## src/rtl/mips_trace_buffer_pkg.sv

```systemverilog
// Shared definitions for the MIPS execution-trace buffer: FSM states, trigger modes
// and the packed entry layout.
package mips_trace_buffer_pkg;

    typedef enum logic [2:0] {
        ST_IDLE  = 3'd0,
        ST_ARMED = 3'd1,
        ST_POST  = 3'd2,
        ST_DONE  = 3'd3
    } state_t;

    localparam logic [1:0] TRIG_FREE   = 2'd0;
    localparam logic [1:0] TRIG_PC     = 2'd1;
    localparam logic [1:0] TRIG_BRANCH = 2'd2;
    localparam logic [1:0] TRIG_MEMW   = 2'd3;

    localparam int unsigned FLAGS_W = 3;

    // Entry layout, LSB first: pc, instr, wdata, wreg, flags.
    function automatic int unsigned entry_w(int unsigned pc_w, int unsigned data_w,
                                            int unsigned ra_w);
        return 2 * data_w + pc_w + ra_w + FLAGS_W;
    endfunction

endpackage

```

## src/rtl/mips_trace_buffer_trace_ram.sv

```systemverilog
// Trace entry storage: synchronous write, asynchronous read, contents not reset.
module trace_ram #(
    parameter int unsigned DEPTH = 16,
    parameter int unsigned WIDTH = 104
) (
    input  logic                     clk,
    input  logic                     we,
    input  logic [$clog2(DEPTH)-1:0] waddr,
    input  logic [WIDTH-1:0]         wdata,
    input  logic [$clog2(DEPTH)-1:0] raddr,
    output logic [WIDTH-1:0]         rdata
);

    logic [WIDTH-1:0] mem [DEPTH];

    always_ff @(posedge clk) begin
        if (we) begin
            mem[waddr] <= wdata;
        end
    end

    assign rdata = mem[raddr];

endmodule

```

## src/rtl/mips_trace_buffer.sv

```systemverilog
// Execution-trace capture for the single-cycle MIPS core: circular buffer with
// trigger, post-trigger capture and valid/ready readout of the oldest entry.
module mips_trace_buffer
    import mips_trace_buffer_pkg::*;
#(
    parameter int unsigned DEPTH  = 16,
    parameter int unsigned PC_W   = 32,
    parameter int unsigned DATA_W = 32,
    parameter int unsigned RA_W   = 5
) (
    input  logic                       clk,
    input  logic                       reset,
    input  logic                       arm,
    input  logic                       stop,
    input  logic [1:0]                 trig_mode,
    input  logic [PC_W-1:0]            trig_pc,
    input  logic [$clog2(DEPTH)-1:0]   post_count,
    input  logic                       cap_valid,
    input  logic [PC_W-1:0]            cap_pc,
    input  logic [DATA_W-1:0]          cap_instr,
    input  logic                       cap_regwrite,
    input  logic [RA_W-1:0]            cap_wreg,
    input  logic [DATA_W-1:0]          cap_wdata,
    input  logic                       cap_memwrite,
    input  logic                       cap_branch,
    output logic                       rd_valid,
    input  logic                       rd_ready,
    output logic [PC_W-1:0]            rd_pc,
    output logic [DATA_W-1:0]          rd_instr,
    output logic [DATA_W-1:0]          rd_wdata,
    output logic [RA_W-1:0]            rd_wreg,
    output logic [2:0]                 rd_flags,
    output logic [2:0]                 state,
    output logic [$clog2(DEPTH):0]     count,
    output logic                       triggered,
    output logic                       overflow
);

    localparam int unsigned AW        = $clog2(DEPTH);
    localparam int unsigned CW        = AW + 1;
    localparam int unsigned ENTRY_W   = entry_w(PC_W, DATA_W, RA_W);
    localparam int unsigned OFF_PC    = 0;
    localparam int unsigned OFF_INSTR = OFF_PC + PC_W;
    localparam int unsigned OFF_WDATA = OFF_INSTR + DATA_W;
    localparam int unsigned OFF_WREG  = OFF_WDATA + DATA_W;
    localparam int unsigned OFF_FLAGS = OFF_WREG + RA_W;

    state_t          state_q;
    logic [AW-1:0]   wr_ptr_q, rd_ptr_q, remaining_q;
    logic [CW-1:0]   count_q;
    logic            triggered_q, overflow_q;

    logic            capturing, wr_en, trig_hit, full, enter_done, pop;
    logic [AW-1:0]   wr_ptr_after, rd_ptr_done;
    logic [CW-1:0]   count_after;
    logic [ENTRY_W-1:0] wr_entry, rd_entry;

    // arm takes priority over a simultaneous capture: the buffer is being cleared.
    assign capturing = (state_q == ST_ARMED) || (state_q == ST_POST);
    assign wr_en     = capturing && cap_valid && !arm;
    assign full      = (count_q == CW'(DEPTH));

    always_comb begin
        trig_hit = 1'b0;
        case (trig_mode)
            TRIG_PC:     trig_hit = (cap_pc == trig_pc);
            TRIG_BRANCH: trig_hit = cap_branch;
            TRIG_MEMW:   trig_hit = cap_memwrite;
            default:     trig_hit = 1'b0;
        endcase
    end

    always_comb begin
        wr_ptr_after = wr_en ? wr_ptr_q + 1'b1 : wr_ptr_q;
        count_after  = (wr_en && !full) ? count_q + 1'b1 : count_q;
        // When full, count_after[AW-1:0] is 0 and the oldest entry sits at wr_ptr.
        rd_ptr_done  = wr_ptr_after - count_after[AW-1:0];
        enter_done   = 1'b0;
        if (state_q == ST_ARMED) begin
            enter_done = stop || (wr_en && trig_hit && (post_count == '0));
        end else if (state_q == ST_POST) begin
            enter_done = stop || (wr_en && (remaining_q == AW'(1)));
        end
    end

    assign rd_valid = (state_q == ST_DONE) && (count_q != '0);
    assign pop      = rd_valid && rd_ready;

    always_ff @(posedge clk or negedge reset) begin
        if (!reset) begin
            state_q     <= ST_IDLE;
            wr_ptr_q    <= '0;
            rd_ptr_q    <= '0;
            remaining_q <= '0;
            count_q     <= '0;
            triggered_q <= 1'b0;
            overflow_q  <= 1'b0;
        end else if (arm) begin
            state_q     <= ST_ARMED;
            wr_ptr_q    <= '0;
            rd_ptr_q    <= '0;
            remaining_q <= '0;
            count_q     <= '0;
            triggered_q <= 1'b0;
            overflow_q  <= 1'b0;
        end else begin
            case (state_q)
                ST_ARMED, ST_POST: begin
                    wr_ptr_q <= wr_ptr_after;
                    count_q  <= count_after;
                    if (wr_en && full) begin
                        overflow_q <= 1'b1;
                    end
                    if (state_q == ST_ARMED && wr_en && trig_hit) begin
                        triggered_q <= 1'b1;
                        remaining_q <= post_count;
                        if (!enter_done) begin
                            state_q <= ST_POST;
                        end
                    end
                    if (state_q == ST_POST && wr_en) begin
                        remaining_q <= remaining_q - 1'b1;
                    end
                    if (enter_done) begin
                        state_q  <= ST_DONE;
                        rd_ptr_q <= rd_ptr_done;
                    end
                end
                ST_DONE: begin
                    if (count_q == '0) begin
                        state_q <= ST_IDLE;
                    end else if (pop) begin
                        rd_ptr_q <= rd_ptr_q + 1'b1;
                        count_q  <= count_q - 1'b1;
                        if (count_q == CW'(1)) begin
                            state_q <= ST_IDLE;
                        end
                    end
                end
                default: ;
            endcase
        end
    end

    assign wr_entry = {cap_regwrite, cap_memwrite, cap_branch, cap_wreg, cap_wdata, cap_instr,
                       cap_pc};

    trace_ram #(
        .DEPTH (DEPTH),
        .WIDTH (ENTRY_W)
    ) u_ram (
        .clk   (clk),
        .we    (wr_en),
        .waddr (wr_ptr_q),
        .wdata (wr_entry),
        .raddr (rd_ptr_q),
        .rdata (rd_entry)
    );

    assign rd_pc     = rd_valid ? rd_entry[OFF_PC +: PC_W]        : '0;
    assign rd_instr  = rd_valid ? rd_entry[OFF_INSTR +: DATA_W]   : '0;
    assign rd_wdata  = rd_valid ? rd_entry[OFF_WDATA +: DATA_W]   : '0;
    assign rd_wreg   = rd_valid ? rd_entry[OFF_WREG +: RA_W]      : '0;
    assign rd_flags  = rd_valid ? rd_entry[OFF_FLAGS +: FLAGS_W]  : '0;

    assign state     = state_q;
    assign count     = count_q;
    assign triggered = triggered_q;
    assign overflow  = overflow_q;

endmodule

```

## config.mk

```make
export PLATFORM = sky130hd
export DESIGN_NAME = mips_trace_buffer
export DESIGN_NICKNAME = d
export VERILOG_FILES = /design/src/rtl/mips_trace_buffer_pkg.sv /design/src/rtl/mips_trace_buffer_trace_ram.sv /design/src/rtl/mips_trace_buffer.sv
export SDC_FILE = /design/constraint.sdc
export NUM_CORES = 1
export LEC_CHECK = 0
export BUFFER_PORTS_ARGS = -buffer_cell sky130_fd_sc_hd__buf_2
export CAP_MARGIN = 15
export CORE_MARGIN = 3
export CORE_UTILIZATION = 59
export DETAILED_ROUTE_END_ITERATION = 10
export PLACE_DENSITY_LB_ADDON = 0.1
export REMOVE_ABC_BUFFERS = 1
export SLEW_MARGIN = 30
export SYNTH_ARGS = -nofsm -noshare
export SYNTH_HDL_FRONTEND = slang
export SYNTH_SLANG_ARGS = --single-unit
```

## constraint.sdc

```tcl
create_clock -name clk -period 7.9 [get_ports clk]
set_input_delay 0.395 -clock clk [delete_from_list [all_inputs] [get_ports clk]]
set_output_delay 0.395 -clock clk [all_outputs]
set_load 0.01 [all_outputs]
```

# Word-level counts from Yosys, hierarchy flattened

Memory sizes are Yosys's and may differ from the RTL's.
Cells that the tools add are included.

Register bits: 22
Memory bits (writable): 1664
Bits of input ports: 148
Output and inout port bits: 115
Memories kept: 1

Add/sub/neg operators: 6
Eq/ne operators: 17
Muxes and demuxes: 40
Reduce and logical (&&, ||, !) cells: 33

Memory list:

| memory    | words | bits a word | rd ports | clocked after Yosys merged registers in | wr ports | line                              | text |
|---|---|---|---|---|---|---|---|
| u_ram.mem | 16    | 104         | 1        | 0                                       | 1        | mips_trace_buffer_trace_ram.sv:14 | `logic [WIDTH-1:0] mem [DEPTH];` |

Operators with widths:

| cell                                                                | number |
|---|---|
| 32-bit 2-to-1 mux                                                   | 3 |
| 4-bit 2-to-1 mux                                                    | 11 |
| 32-bit == test                                                      | 1 |
| 5-bit 2-to-1 mux                                                    | 5 |
| 3-bit 2-to-1 mux                                                    | 7 |
| 1-bit logical AND                                                   | 12 |
| 3-bit != test (second input constant)                               | 4 |
| 4-bit AND reduction                                                 | 3 |
| 1-bit 2-to-1 mux                                                    | 10 |
| 5-bit case mux with 2 select lines                                  | 1 |
| 4-bit by 1-bit adder with 4-bit output (second input constant)      | 2 |
| 4-bit case mux with 2 select lines                                  | 1 |
| 3-bit by 2-bit == test with 1-bit output (second input constant)    | 2 |
| 3-bit case mux with 2 select lines                                  | 1 |
| 2-bit AND reduction                                                 | 3 |
| 2-bit nonzero test                                                  | 3 |
| 3-bit nonzero test                                                  | 2 |
| 5-bit by 1-bit adder with 5-bit output (second input constant)      | 1 |
| 5-bit by 1-bit == test with 1-bit output (second input constant)    | 1 |
| 5-bit == test (second input constant)                               | 1 |
| 5-bit logical NOT                                                   | 1 |
| 5-bit nonzero test                                                  | 1 |
| 5-bit by 1-bit subtractor with 5-bit output (second input constant) | 1 |
| 2-bit == test (second input constant)                               | 2 |
| other kinds (14)                                                    | 17 |

# Depth between registers and ports, before layout

Depth in word-level cells: 11
Gate-level depth with buffers: 15
Depth with buffers taken out: 13

# By module

From an unflattened synthesis, not the netlist that was laid out.

Cells, all modules: 2920
Area, all modules: 65106.2 um2

Modules (own cells, without submodules):

| module            | instances | cells each | area an instance (um2) | seq. area each (um2) |
|---|---|---|---|---|
| trace_ram         | 1         | 2558       | 62175.9                | 49967.9 |
| mips_trace_buffer | 1         | 362        | 2930.3                 | 525.5 |

# Worst setup path after synthesis

Ideal clock, no wire load.

Path type: reg2reg
From: register state_q[0], in the netlist state[0]
To: memory u_ram.mem[10][0], enable pin
Setup time: 474 ps
Data arrival time: 4097 ps
Data required time: 7426 ps
Path slack: 3329 ps
Cell stages (with the launch flop): 7
Path buffers: 1
Period minus slack after synthesis: 4571 ps
Path through: dfrtp_1 -> inv_1 -> ha_1 -> or3b_1 -> clkbuf_2 -> nor3b_1 -> and2_1

Cells in the longest elaborated chain, start to end: 6
Elaborated cells between the ends (all ways): 7

RTL lines:

| what                                                                                                        | line                              | text |
|---|---|---|
| start: declaration                                                                                          | mips_trace_buffer.sv:48           | `state_t state_q;` |
| start signal: assignment                                                                                    | mips_trace_buffer.sv:91           | `state_q <= ST_IDLE;` |
| start signal: assignment                                                                                    | mips_trace_buffer.sv:99           | `state_q <= ST_ARMED;` |
| start signal: assignment                                                                                    | mips_trace_buffer.sv:118          | `state_q <= ST_POST;` |
| 3-bit by 1-bit == test with 1-bit output / 3-bit by 2-bit == test with 1-bit output (equally long branches) | mips_trace_buffer.sv:59           | `assign capturing = (state_q == ST_ARMED) \|\| (state_q == ST_POST);` |
| 1-bit logical OR *                                                                                          | mips_trace_buffer.sv:59           |  |
| 1-bit logical AND * (2 in series)                                                                           | mips_trace_buffer.sv:60           | `assign wr_en = capturing && cap_valid && !arm;` |
| 1-bit 2-to-1 mux *                                                                                          | mips_trace_buffer_trace_ram.sv:17 | `if (we) begin` |
| 1-bit 2-to-1 mux (implied by the code) *                                                                    | mips_trace_buffer_trace_ram.sv:18 | `mem[waddr] <= wdata;` |
| end: declaration                                                                                            | mips_trace_buffer_trace_ram.sv:14 |  |

Mark *: on every way between the ends. The rest lies on a longest branch, timed or not.

# Worst setup path after layout

From: register rd_ptr_q[1]
To: output port rd_pc[25]

Cells in the longest elaborated chain, start to end: 2

RTL lines:

| what                     | line                     | text |
|---|---|---|
| start: declaration       | mips_trace_buffer.sv:49  | `logic [AW-1:0] wr_ptr_q, rd_ptr_q, remaining_q;` |
| start signal: assignment | mips_trace_buffer.sv:126 | `rd_ptr_q <= rd_ptr_done;` |
| start signal: assignment | mips_trace_buffer.sv:133 | `rd_ptr_q <= rd_ptr_q + 1'b1;` |
| memory 16 x 104 bit      | n/a                      |  |
| 32-bit 2-to-1 mux        | mips_trace_buffer.sv:160 | `assign rd_pc = rd_valid ? rd_entry[OFF_PC +: PC_W] : '0;` |
| end: declaration         | mips_trace_buffer.sv:28  | `output logic [PC_W-1:0] rd_pc,` |

No other way between the ends.

==> impl_metrics.py <==
metrics = {
    "place": {
        "dp.final_hpwl_um": 72820,
        "place_area_sq_um": 68170,
        "dp_cells": 4322,
        "port_buffers": 261,
        "globalplace.congestion": 0.7930,
    },
    "floorplan": {
        "die_area_sq_um": 114500,
        "initial_core_util_pct": 59.64,
        "die_x_um": 338.4,
        "ios": 263,
        "core_sq_um": 109300,
        "fp-row-count": 121,
        "die_h_um": 338.4,
    },
    "timing": {
        "skew_ps": 23.27,
        "slew_violations": 0,
        "hold_viol": 0,
        "rsz0062_at_grt": "no",
        "slew_headroom_pct": 34.11,
        "fin_crit_ps": 4616,
        "holdWs_ps": 50.61,
        "finalSetupViolCount": 0,
        "setup_tns_ps": 0,
        "timing.final.crit_share_pct": 58.43,
        "worst-slew-pin-transition_ps": 988.4,
        "fmax_ghz": 0.2166,
    },
    "routing": {
        "drt_iter0_drc": 3228,
        "post_drt_wl_per_cell_um": 30.18,
        "drt_pass1_iterations": 7,
        "vias": 29853,
        "wl_um": 142100,
        "ant_nets": 0,
        "remaining_drc_errors": 0,
        "vias_per_cell": 6.341,
    },
    "yosys": {
        "muxShareOfSynthArea_pct": 18.09,
        "synth_cells": 2681,
        "synth_edf_count": 1664,
        "synth_compound_area_share_pct": 0.5182,
        "syn_area_per_cell_sq_um": 24.32,
        "synth-seq-cells": 1685,
        "synth_area_sq_um": 65190,
        "synth_ff_type": "edfxtp_1",
        "synth_top_family_by_area": "multiplexers",
        "yosysSeqAreaShare_pct": 77.45,
        "ys_types": 54,
        "synthAdderAreaFrac_pct": 0.3378,
        "async_flop_share_pct": 1.246,
        "synth_xor_xnor_area_share_pct": 0.5374,
        "yosysWarnings": 0,
        "yosys.area_share.simple_pct": 1.854,
    },
    "critical_path": {
        "critPathMaxFanout": 51,
        "cp.required_ps": 7510,
        "crit_type": "flop to output port",
        "start_kind": "flop",
        "rrSetupSlack_ps": 3840,
        "path_cells": "buf_4 > buf_4 > mux4_2 > mux4_2 > and2_1 > buf_2",
        "critPathSlowestCell": "dfrtp_4",
        "cp-end-kind": "output port",
        "critPathArrivalTime_ps": 4220,
        "cpPeakStageDelay_ps": 800,
    },
    "global_route": {
        "grt-ovfl-total": 0,
        "antenna_found_initial": 6,
        "grt_pass1_vias": 31468,
        "grt_start_max_net_pins": 127,
        "grt_use_total_pct": 25.33,
        "grt_pass1_wl_um": 211200,
    },
    "final_layout": {
        "n_fill_cell": 6774,
        "syn_to_final_growth_pct": 14.11,
        "fin_cells": 4708,
        "final_nets": 3267,
        "drive_gt1_share_pct": 33.50,
        "utilization_pct": 68.06,
        "final_common_cell": "edfxtp_1",
        "mostFrequentLayoutCells": "edfxtp_1, mux4_2, buf_2, clkbuf_16, and2_1",
        "design_area_sq_um": 74390,
    },
    "cts": {
        "clk_latency_ps": 750,
        "cts.htree.levels": 4,
        "cts_tree": "done",
        "cts_buffer_depth": 3,
        "clkTransAtPathRegs_ps": 60,
        "cts_num_sinks": 1685,
        "ctsHoldBuffers": 79,
        "ctsResizeCount": 0,
        "cts_buffers": 164,
        "cts_setup_buffers": 0,
        "cts_root_buf": "clkbuf_16",
    },
    "power": {
        "power.net_switching_mw": 5.386,
        "clkPwrFrac_pct": 34.3,
        "p_leak_nw": 23.39,
        "powerDensity_nw_per_um2": 294.8,
        "vdd_drop_max_v": 0.0002263,
        "pwr-share-seq_pct": 46.4,
        "combPwrFrac_pct": 19.3,
        "power.internal_mw": 16.55,
        "swShare_pct": 24.56,
    },
    "hold_path": {
        "hold_path.class": "input port to flop",
    },
    "status": {
        "status": "completed",
    },
    "run": {
        "maxCapViolations": 0,
    },
}
[sequential cells by signal, indices dropped and copies added (netlist names)]
register     cells
wr_ptr_q         4
count            5
u_ram.mem     1664
rd_ptr_q         4
triggered        1
state            2
overflow         1
remaining_q      4
[area by class of cell]
cell class	instances	area (sq um)	share of cell area, %
diodes	2	5.005	0.006728
well taps	1476	1847	2.483
clock inverters	81	757.0	1.018
inverters	15	56.30	0.07569
flip-flops and latches	1685	50510	67.90
multi-input cells	842	13970	18.78
clock buffers	213	4394	5.907
repair buffers	394	2850	3.831
[worst paths after layout]
path / start / end / cells past startpoint
worst max-delay path: rd_ptr_q[1]$_DFFE_PN0P_ / rd_pc[25] / 6
worst min-delay path: cap_pc[14] / u_ram.mem[14][14]$_DFFE_PP_ / 1
worst max register to register: state[0]$_DFFE_PN0P_ / u_ram.mem[7][75]$_DFFE_PP_ / 8
worst min register to register: triggered$_DFFE_PN0P_ / triggered$_DFFE_PN0P_ / 1
max in group asynchronous: reset / rd_ptr_q[1]$_DFFE_PN0P_ / 2
min in group asynchronous: reset / count[1]$_DFFE_PN0P_ / 2
[synth_stat cells, drive strengths merged, types with 3 or more instances]
library cell | n | area [sq um]
edfxtp | 1664 | 49970
mux4 | 520 | 11710
and2 | 122 | 763.2
buf | 84 | 518.0
clkbuf | 55 | 207.7
xnor2 | 34 | 297.8
dfrtp | 21 | 525.5
o21ai | 20 | 100.1
nand2 | 18 | 77.58
ha | 16 | 200.2
inv | 15 | 56.30
nor2 | 14 | 52.55
nand4 | 10 | 68.81
a21oi | 9 | 45.04
nand3 | 9 | 45.04
nor3 | 8 | 40.04
xor2 | 6 | 52.55
mux2i | 5 | 50.05
nand2b | 5 | 31.28
nor4 | 5 | 37.53
o22ai | 5 | 37.53
a21o | 4 | 30.03
a22o | 4 | 35.03
a31oi | 3 | 18.77
mux2 | 3 | 33.78
nor2b | 3 | 18.77
nor3b | 3 | 27.52
[through the flow]
stage	setup WS, ps	total power, mW
6_report	3284	21.93
5_1_grt	3076	22.74
4_1_cts	3170	22.08
3_5_place_dp	3707	14.57
3_3_place_gp	3788	14.49
2_1_floorplan	-9601	14.56
[logic make-up after synthesis]
kind of cell / after synthesis
compound gates: 53
xor+xnor: 40
fa+ha+maj: 17
buf+inv: 154
flops: 1685
mux: 528
other cells: 1
simple gates: 203
[power groups by stage]
stage	Clock, mW	Combinational [mW]	Sequential, mW
floorplan	0	3.78	10.8
global placement	0	4.11	10.4
detailed placement	0	4.18	10.4
CTS	7.64	4.24	10.2
global route	8.01	4.53	10.2
finish	7.52	4.23	10.2
[layer usage]
layer	wire, um	track usage [%]	vias up
li1	-	-	12319
met1	58400	37.38	16102
met2	70440	40.32	1243
met3	10450	4.680	189
met4	2796	6.257	0
met5	0	0	-
[worst max-delay path: cells and delay by family, from the launching register on]
| kind | cells | cell delay, ps |
|---|---|---|
| buffers and inverters | 3 | 1510 |
| flip-flops | 1 | 800 |
| multiplexers | 2 | 900 |
| AND/OR/NAND/NOR | 1 | 190 |
No activity file was read; power rests on OpenSTA's default activity.
